`config.mk`:
```
export PLATFORM = sky130hd
export DESIGN_NAME = rle_pixel_decoder
export DESIGN_NICKNAME = d
export VERILOG_FILES = /design/src/rtl/rle_pixel_decoder.sv
export SDC_FILE = /design/constraint.sdc
export NUM_CORES = 1
export LEC_CHECK = 0
export ABC_AREA = 1
export BUFFER_PORTS_ARGS = -buffer_cell sky130_fd_sc_hd__buf_2
export CAP_MARGIN = 20
export CORE_MARGIN = 8
export CORE_UTILIZATION = 60
export CTS_CLUSTER_DIAMETER = 30
export DETAILED_ROUTE_END_ITERATION = 10
export GPL_TIMING_DRIVEN = 0
export PLACE_DENSITY = 0.79
export SLEW_MARGIN = 20
export SYNTH_ARGS = -nofsm -noshare
export SYNTH_HDL_FRONTEND = slang
export SYNTH_SLANG_ARGS = --single-unit
```
`constraint.sdc`:
```
create_clock -name clk -period 3.95 [get_ports clk]
set_input_delay 0.79 -clock clk [delete_from_list [all_inputs] [get_ports clk]]
set_output_delay 0.79 -clock clk [all_outputs]
set_load 0.02 [all_outputs]
```
`src/rtl/rle_pixel_decoder.sv`:
```
// rle_pixel_decoder: expands run-length-encoded colour tokens into one colour
// per active pixel, using the blank/vsync timing from the VGA timing generator.
// A two-entry token buffer (cur + nxt) lets back-to-back 1-pixel runs sustain
// one pixel per clock.
//
// state      | meaning
// -----------+-----------------------------------------------------------
// WAIT_FRAME | after reset; no tokens taken, black output until vsync
// RUN        | normal decode: buffer fills in blanking, drains on pixels
// UNDERRUN   | starved at an active pixel; tokens discarded until vsync
module rle_pixel_decoder #(
   parameter int RUN_BITS    = 10,
   parameter int COLOUR_BITS = 6
) (
   input  logic                            clk,
   input  logic                            reset,
   input  logic                            blank,
   input  logic                            hsync_pulse,
   input  logic                            vsync_pulse,
   input  logic [RUN_BITS+COLOUR_BITS-1:0] tok_data,
   input  logic                            tok_valid,
   output logic                            tok_ready,
   output logic                            frame_req,
   output logic [COLOUR_BITS-1:0]          colour,
   output logic                            underrun
);

   typedef enum logic [1:0] {WAIT_FRAME, RUN, UNDERRUN} state_t;

   state_t                 state_q, state_d;
   logic                   cur_v_q, cur_v_d;
   logic [RUN_BITS-1:0]    cur_rem_q, cur_rem_d;
   logic [COLOUR_BITS-1:0] cur_col_q, cur_col_d;
   logic                   nxt_v_q, nxt_v_d;
   logic [RUN_BITS-1:0]    nxt_run_q, nxt_run_d;
   logic [COLOUR_BITS-1:0] nxt_col_q, nxt_col_d;
   logic [COLOUR_BITS-1:0] colour_q, colour_d;
   logic                   frame_req_q;
   logic                   underrun_q, underrun_d;

   logic [RUN_BITS-1:0]    tok_run;
   logic [COLOUR_BITS-1:0] tok_col;
   logic                   cur_retire;
   logic                   accept;

   // Line sync carries no information the decoder needs.
   logic unused_hsync;
   assign unused_hsync = hsync_pulse;

   assign tok_run   = tok_data[RUN_BITS+COLOUR_BITS-1:COLOUR_BITS];
   assign tok_col   = tok_data[COLOUR_BITS-1:0];
   assign colour    = colour_q;
   assign frame_req = frame_req_q;
   assign underrun  = underrun_q;

   // Next-state, buffer update and handshake; vsync overrides everything.
   always_comb begin
      state_d    = state_q;
      cur_v_d    = cur_v_q;
      cur_rem_d  = cur_rem_q;
      cur_col_d  = cur_col_q;
      nxt_v_d    = nxt_v_q;
      nxt_run_d  = nxt_run_q;
      nxt_col_d  = nxt_col_q;
      colour_d   = '0;
      underrun_d = underrun_q;
      tok_ready  = 1'b0;
      cur_retire = (state_q == RUN) && !blank && cur_v_q && (cur_rem_q == '0);

      case (state_q)
         RUN:      tok_ready = !nxt_v_q || cur_retire;
         UNDERRUN: tok_ready = 1'b1;
         default:  tok_ready = 1'b0;
      endcase
      if (vsync_pulse) begin
         tok_ready = 1'b0;
      end
      accept = tok_valid && tok_ready;

      if (vsync_pulse) begin
         cur_v_d = 1'b0;
         nxt_v_d = 1'b0;
         state_d = RUN;
      end else if (state_q == RUN) begin
         if (blank) begin
            // Blanking only fills the buffer; cur is always filled first.
            if (!cur_v_q) begin
               if (nxt_v_q) begin
                  cur_v_d   = 1'b1;
                  cur_rem_d = nxt_run_q;
                  cur_col_d = nxt_col_q;
                  nxt_v_d   = 1'b0;
               end else if (accept) begin
                  cur_v_d   = 1'b1;
                  cur_rem_d = tok_run;
                  cur_col_d = tok_col;
               end
            end else if (accept) begin
               nxt_v_d   = 1'b1;
               nxt_run_d = tok_run;
               nxt_col_d = tok_col;
            end
         end else if (!cur_v_q) begin
            underrun_d = 1'b1;
            state_d    = UNDERRUN;
         end else begin
            colour_d = cur_col_q;
            if (cur_rem_q != '0) begin
               cur_rem_d = cur_rem_q - RUN_BITS'(1);
               if (accept) begin
                  nxt_v_d   = 1'b1;
                  nxt_run_d = tok_run;
                  nxt_col_d = tok_col;
               end
            end else if (nxt_v_q) begin
               cur_rem_d = nxt_run_q;
               cur_col_d = nxt_col_q;
               nxt_v_d   = accept;
               if (accept) begin
                  nxt_run_d = tok_run;
                  nxt_col_d = tok_col;
               end
            end else if (accept) begin
               // Bypass: a retiring run with an empty nxt reloads straight
               // from the token so 1-pixel runs never leave a bubble.
               cur_rem_d = tok_run;
               cur_col_d = tok_col;
            end else begin
               cur_v_d = 1'b0;
            end
         end
      end
   end

   // State, buffer and registered outputs.
   always_ff @(posedge clk or posedge reset) begin
      if (reset) begin
         state_q     <= WAIT_FRAME;
         cur_v_q     <= 1'b0;
         cur_rem_q   <= '0;
         cur_col_q   <= '0;
         nxt_v_q     <= 1'b0;
         nxt_run_q   <= '0;
         nxt_col_q   <= '0;
         colour_q    <= '0;
         frame_req_q <= 1'b0;
         underrun_q  <= 1'b0;
      end else begin
         state_q     <= state_d;
         cur_v_q     <= cur_v_d;
         cur_rem_q   <= cur_rem_d;
         cur_col_q   <= cur_col_d;
         nxt_v_q     <= nxt_v_d;
         nxt_run_q   <= nxt_run_d;
         nxt_col_q   <= nxt_col_d;
         colour_q    <= colour_d;
         frame_req_q <= vsync_pulse;
         underrun_q  <= underrun_d;
      end
   end

endmodule

```
==> impl_metrics.ini, run 1 <==
[timing]
worst_slack_ns = 1.04
setup-tns-final_ns = 0
maxSlewViolCount = 0
fin_skew_ns = 0.00660
worst_pin_slew_ns = 0.461
hold_viol = 0
grt_setup_unrepaired = false
min_period_ns = 2.91
slew_headroom = 0.693
fmax_ghz = 0.344
min_period_over_period = 0.736
setup_viol = 0

[clock_tree]
cts_tree = built
clock-root-buffer = clkbuf_8
path_clk_slew_ns = 0.09
cts_buffers = 5
postCtsSetupBuffers = 0
htreeDepth = 2
cts.repair.resized = 0
ctsLongestPathBuffers = 2
insertion_delay_ns = 0.30
clock-sinks = 44
cts_hold_buf = 0

[critical_path]
cp_max_fo = 10
r2r_slack_ns = 1.85
required_ns = 3.16
cp.arrival_ns = 2.12
end_kind = primary output
cpLargestDelayFamily = buffers and inverters
cp_cell_sequence = inv_1, ha_1, nor2_1, clkbuf_1, a21boi_0, buf_2
cpPeakStageDelay_ns = 0.39
path_class = register to primary output
cp_num_buf_inv = 3
cp-start-kind = register
crit_path_top_delay_cell = clkbuf_1

[grt]
grt.total_usage = 0.188
antenna_found_initial = 0
grt_max_degree = 36
grt_pass1_vias = 2118
overflow = 0
grt_pass1_wl_mm = 9.43

[placed_design]
place_ws_ns = 1.18
gp_congestion = 0.839
dp_hpwl_mm = 4.18
port_buffers = 29

[cells_and_area]
syn_to_final_growth_pct = 14.4
final_util = 0.698
nets = 379
multi_input_area_mm2 = 0.00104
diodes = 0
register_area_mm2 = 0.00110
drive_gt1_frac = 0.155
nFillCells = 346

[drt]
wl_per_cell_um = 13.5
drtIter0Drc = 155
routed_wl_mm = 5.45
routed_via_density = 5.36
drtAntennaViolNets = 0
firstDrtPassIters = 4
num_vias = 2170
drc = 0

[die]
die_height_um = 79.1
initial_utilization = 0.610
std_cell_rows = 23
dieArea_mm2 = 0.00625
core-area_mm2 = 0.00391
die_w_um = 79.1
io_pins = 31

[synth]
yosys.area_share.simple = 0.255
netlist_area_mm2 = 0.00239
ys_warn_count = 0
synth.top_cell.area_share = 0.461
yosys-top-cells-area = dfrtp_1 46%, nand2_1 11%, o21ai_0 8.0%
synth_top_family_by_area = simple AND/OR/NAND/NOR gates
ys.flop_type = dfrtp_1
synth_commonest_cells = 68 x nand2_1, 49 x inv_1, 44 x dfrtp_1, 38 x o21ai_0
muxShareOfSynthArea = 0
ys_ff_latch = 44
synth_edf_count = 0
postSynthCellCount = 317
synth_cell_types = 25
synth_top_area_cell = dfrtp_1
synth_seq_area_share = 0.461
synthAdderAreaFrac = 0.0157
synth_compound_area_frac = 0.149
synth-async-reset-ratio = 1.00
synth-xor-area-share = 0.0147
avgSynthCellArea_um2 = 7.53
synth_nets = 342
synthMostInstantiatedCell = nand2_1

[power_and_ir_drop]
leakage_nw = 1.48
p_per_area_mw_per_mm2 = 547
fin_total_pwr_mw = 1.49
ir_drop_mv = 0.300

[min_path]
worstHoldPathType = primary input to async pin

[flow_run]
max_cap_viol_count = 0

[run_status]
status = finished, final reports clean
==> layout by cell type (no fill, tap or decap) <==
master and instances:
nor2_4 2, buf_12 1, nand3_4 1, or2_2 1, inv_2 1, nand2_2 2
o21bai_1 2, nor3_1 2, buf_2 36, nor2_1 27, bufinv_16 1, clkinv_1 1
clkinv_4 2, nor3_4 1, nand3_1 19, nand3_2 1, buf_4 1, nand2_1 68
a21oi_1 27, clkbuf_8 5, o31ai_1 1, inv_1 48, a21boi_0 1, clkbuf_1 5
nand4_1 10, dfrtp_1 44, xor2_1 3, xnor2_1 1, o21ai_0 38, ha_1 3
==> sequential cells by signal (all words and copies together) (netlist names) <==
| signal | count |
|---|---|
| colour | 6 |
| cur_col_q | 6 |
| cur_rem_q | 10 |
| cur_v_q | 1 |
| frame_req | 1 |
| nxt_col_q | 6 |
| nxt_run_q | 10 |
| nxt_v_q | 1 |
| state_q | 2 |
| underrun | 1 |
==> final cells by class <==
type | instances | share of cell area
plain buffers | 13 | 0.0224
clock buffers | 5 | 0.0252
clock inverters | 3 | 0.0174
inverters | 50 | 0.0687
multi-input cells | 210 | 0.380
flip-flops and latches | 44 | 0.403
well taps | 50 | 0.0229
repair buffers | 30 | 0.0605
==> where the power goes <==
group | internal, mW | leakage [nW] | switching [mW]
sequential | 0.573 | 0.490 | 0.0914
combinational | 0.173 | 0.933 | 0.299
clock | 0.191 | 0.0583 | 0.165
total | 0.937 | 1.48 | 0.556
==> metrics by stage <==
step	area (um^2)	std cells	hold WS, ns
after floorplan	2390	317	0.457
after global placement	2590	396	0.448
after detailed placement	2620	397	0.465
after CTS	2730	405	0.395
after global routing	2730	405	0.416
final	2730	405	0.388
==> kinds of logic after synthesis <==
kind of cell,after synthesis
XOR/XNOR,4
flip-flops,44
adder cells (fa/ha/maj),3
buffers and inverters,63
AO/OA/AOI/OAI,69
AND/OR/NAND/NOR,134
==> worst paths after layout <==
path,startpoint,to,depth (start not counted)
worst max-delay path,state_q[0],tok_ready,6
worst min-delay path,reset,state_q[1],2
worst max register to register,state_q[1],cur_col_q[5],11
worst min register to register,underrun,underrun,1
max in group asynchronous,reset,nxt_run_q[5],3
min in group clk,underrun,underrun,1
==> routing by layer <==
metal / routed length, um / track usage / up-vias
met5: 0 / 0 / -
met4: 81 / 0.0611 / 0
met3: 291 / 0.0451 / 8
met2: 2710 / 0.322 / 56
met1: 2360 / 0.225 / 1020
li1: - / - / 1086
Note: power is estimated with default switching activity, not from simulation.
==> run 2, diff against run 1 <==
--- a/config.mk
+++ b/config.mk
@@ -9,11 +9,11 @@
 export BUFFER_PORTS_ARGS = -buffer_cell sky130_fd_sc_hd__buf_2
 export CAP_MARGIN = 20
 export CORE_MARGIN = 8
-export CORE_UTILIZATION = 60
+export CORE_UTILIZATION = 57
 export CTS_CLUSTER_DIAMETER = 30
 export DETAILED_ROUTE_END_ITERATION = 10
 export GPL_TIMING_DRIVEN = 0
-export PLACE_DENSITY = 0.79
+export PLACE_DENSITY = 0.76
 export SLEW_MARGIN = 20
 export SYNTH_ARGS = -nofsm -noshare
 export SYNTH_HDL_FRONTEND = slang
==> constraint.sdc (replaced) <==
create_clock -name clk -period 2.9 [get_ports clk]
set_input_delay 0.58 -clock clk [delete_from_list [all_inputs] [get_ports clk]]
set_output_delay 0.58 -clock clk [all_outputs]
set_load 0.02 [all_outputs]
==> run 2 against run 1 <==
- setup slack got worse by 0.78 ns
- combinational power grew 35%
- clock power rose by 3%
- critical path type unchanged
==> impl_metrics.ini, run 2 (synthesized netlist as in run 1, its figures left out) <==
[run_status]
status = finished, final reports clean

[clock_tree]
cts_tree = built
cts.repair.resized = 0
clock-sinks = 44
postCtsSetupBuffers = 0
htreeDepth = 2
ctsLongestPathBuffers = 2
clock-root-buffer = clkbuf_8
cts_buffers = 5
cts_hold_buf = 0
insertion_delay_ns = 0.30
path_clk_slew_ns = 0.08

[drt]
routed_wl_mm = 5.44
firstDrtPassIters = 4
drc = 0
drtAntennaViolNets = 0
routed_via_density = 5.28
num_vias = 2134
wl_per_cell_um = 13.5
drtIter0Drc = 135

[placed_design]
place_ws_ns = 0.578
gp_congestion = 0.867
dp_hpwl_mm = 4.12
port_buffers = 29
placedCellCount = 397

[grt]
grt_max_degree = 36
grt.total_usage = 0.185
grt_pass1_vias = 2057
grt_pass1_wl_mm = 9.44
antenna_found_initial = 0
overflow = 0

[cells_and_area]
mostFrequentLayoutCell = nand2_1
nets = 379
diodes = 0
nFillCells = 352
fin_cells = 404
most-common-layout-cells = 68 x nand2_1, 48 x inv_1, 44 x dfrtp_1
top_regs = cur_rem_q: 10 flops, nxt_run_q: 10 flops
drive_gt1_frac = 0.153
syn_to_final_growth_pct = 12.9

[timing]
hold_viol = 0
setup_viol = 0
fin_skew_ns = 0.00550
min_period_ns = 2.64
worst_pin_slew_ns = 0.435
fmax_ghz = 0.379
setup-tns-final_ns = 0
slew_headroom = 0.710
worst_slack_ns = 0.263
grt_setup_unrepaired = false
fin_hold_ws_ns = 0.191
maxSlewViolCount = 0
min_period_over_period = 0.909

[critical_path]
crit_end = tok_ready
r2r_slack_ns = 0.80
required_ns = 2.32
crit_start = state_q[0]
rr_endpoint = cur_col_q[0]
cp.arrival_ns = 2.06
crit-reg2reg-launch = state_q[1]
rr_worst_depth = 11
path_class = register to primary output
cp_max_fo = 10
cp-start-kind = register
end_kind = primary output

[die]
io_pins = 31
dieArea_mm2 = 0.00651
core-area_mm2 = 0.00403
initial_utilization = 0.593
std_cell_rows = 23
die_w_um = 80.7
die_height_um = 80.7

[power_and_ir_drop]
p_per_area_mw_per_mm2 = 706
leakage_nw = 1.46
ir_drop_mv = 0.453

[min_path]
worstHoldPathType = primary input to async pin

[flow_run]
max_cap_viol_count = 0
[run 2: how the worst min path moves through the flow]
stage                      start         end  cells past startpoint
detailed placement      underrun    underrun                      1
CTS                        reset  state_q[1]                      2
global route               reset  state_q[0]                      2
finish                     reset  state_q[1]                      2
floorplan           cur_col_q[0]   colour[0]                      2
global placement        underrun    underrun                      1
[run 2: per-layer routing]
layer,global-route usage,share of wire,vias to the layer above
met5,0,0,-
met1,0.234,0.46,984
met3,0.0458,0.053,9
met4,0.0714,0.018,0
li1,-,-,1093
met2,0.298,0.47,48
[run 2: report_power, final]
group	leakage (nW)	total, mW	internal [mW]	switching [mW]
registers	0.490	0.903	0.781	0.122
clock network	0.0400	0.367	0.163	0.204
logic	0.933	0.635	0.236	0.399
total	1.46	1.90	1.18	0.725
[run 2: critical path, cell delays in order, from the launching register on]
cell	delay (ns)
dfrtp_1	0.36
inv_1	0.06
ha_1	0.28
nor2_1	0.25
clkbuf_1	0.38
a21boi_0	0.22
buf_2	0.19
[run 2: stage by stage]
step / power (mW) / util / area, um^2
final: 1.90 / 0.669 / 2700
after detailed placement: 1.54 / 0.649 / 2620
after CTS: 1.92 / 0.669 / 2700
after global placement: 1.52 / 0.644 / 2590
after global routing: 2.07 / 0.669 / 2700
after floorplan: 1.38 / - / 2390
[run 2: layout make-up]
cell class | instances | area, um^2 | area share
Tap cell | 50 | 62.6 | 0.0232
Sequential cell | 44 | 1100 | 0.408
Timing Repair Buffer | 30 | 165 | 0.0613
Inverter | 50 | 188 | 0.0696
Buffer | 13 | 61.3 | 0.0227
Clock buffer | 5 | 68.8 | 0.0255
Clock inverter | 2 | 12.5 | 0.00464
Multi-Input combinational cell | 210 | 1040 | 0.385
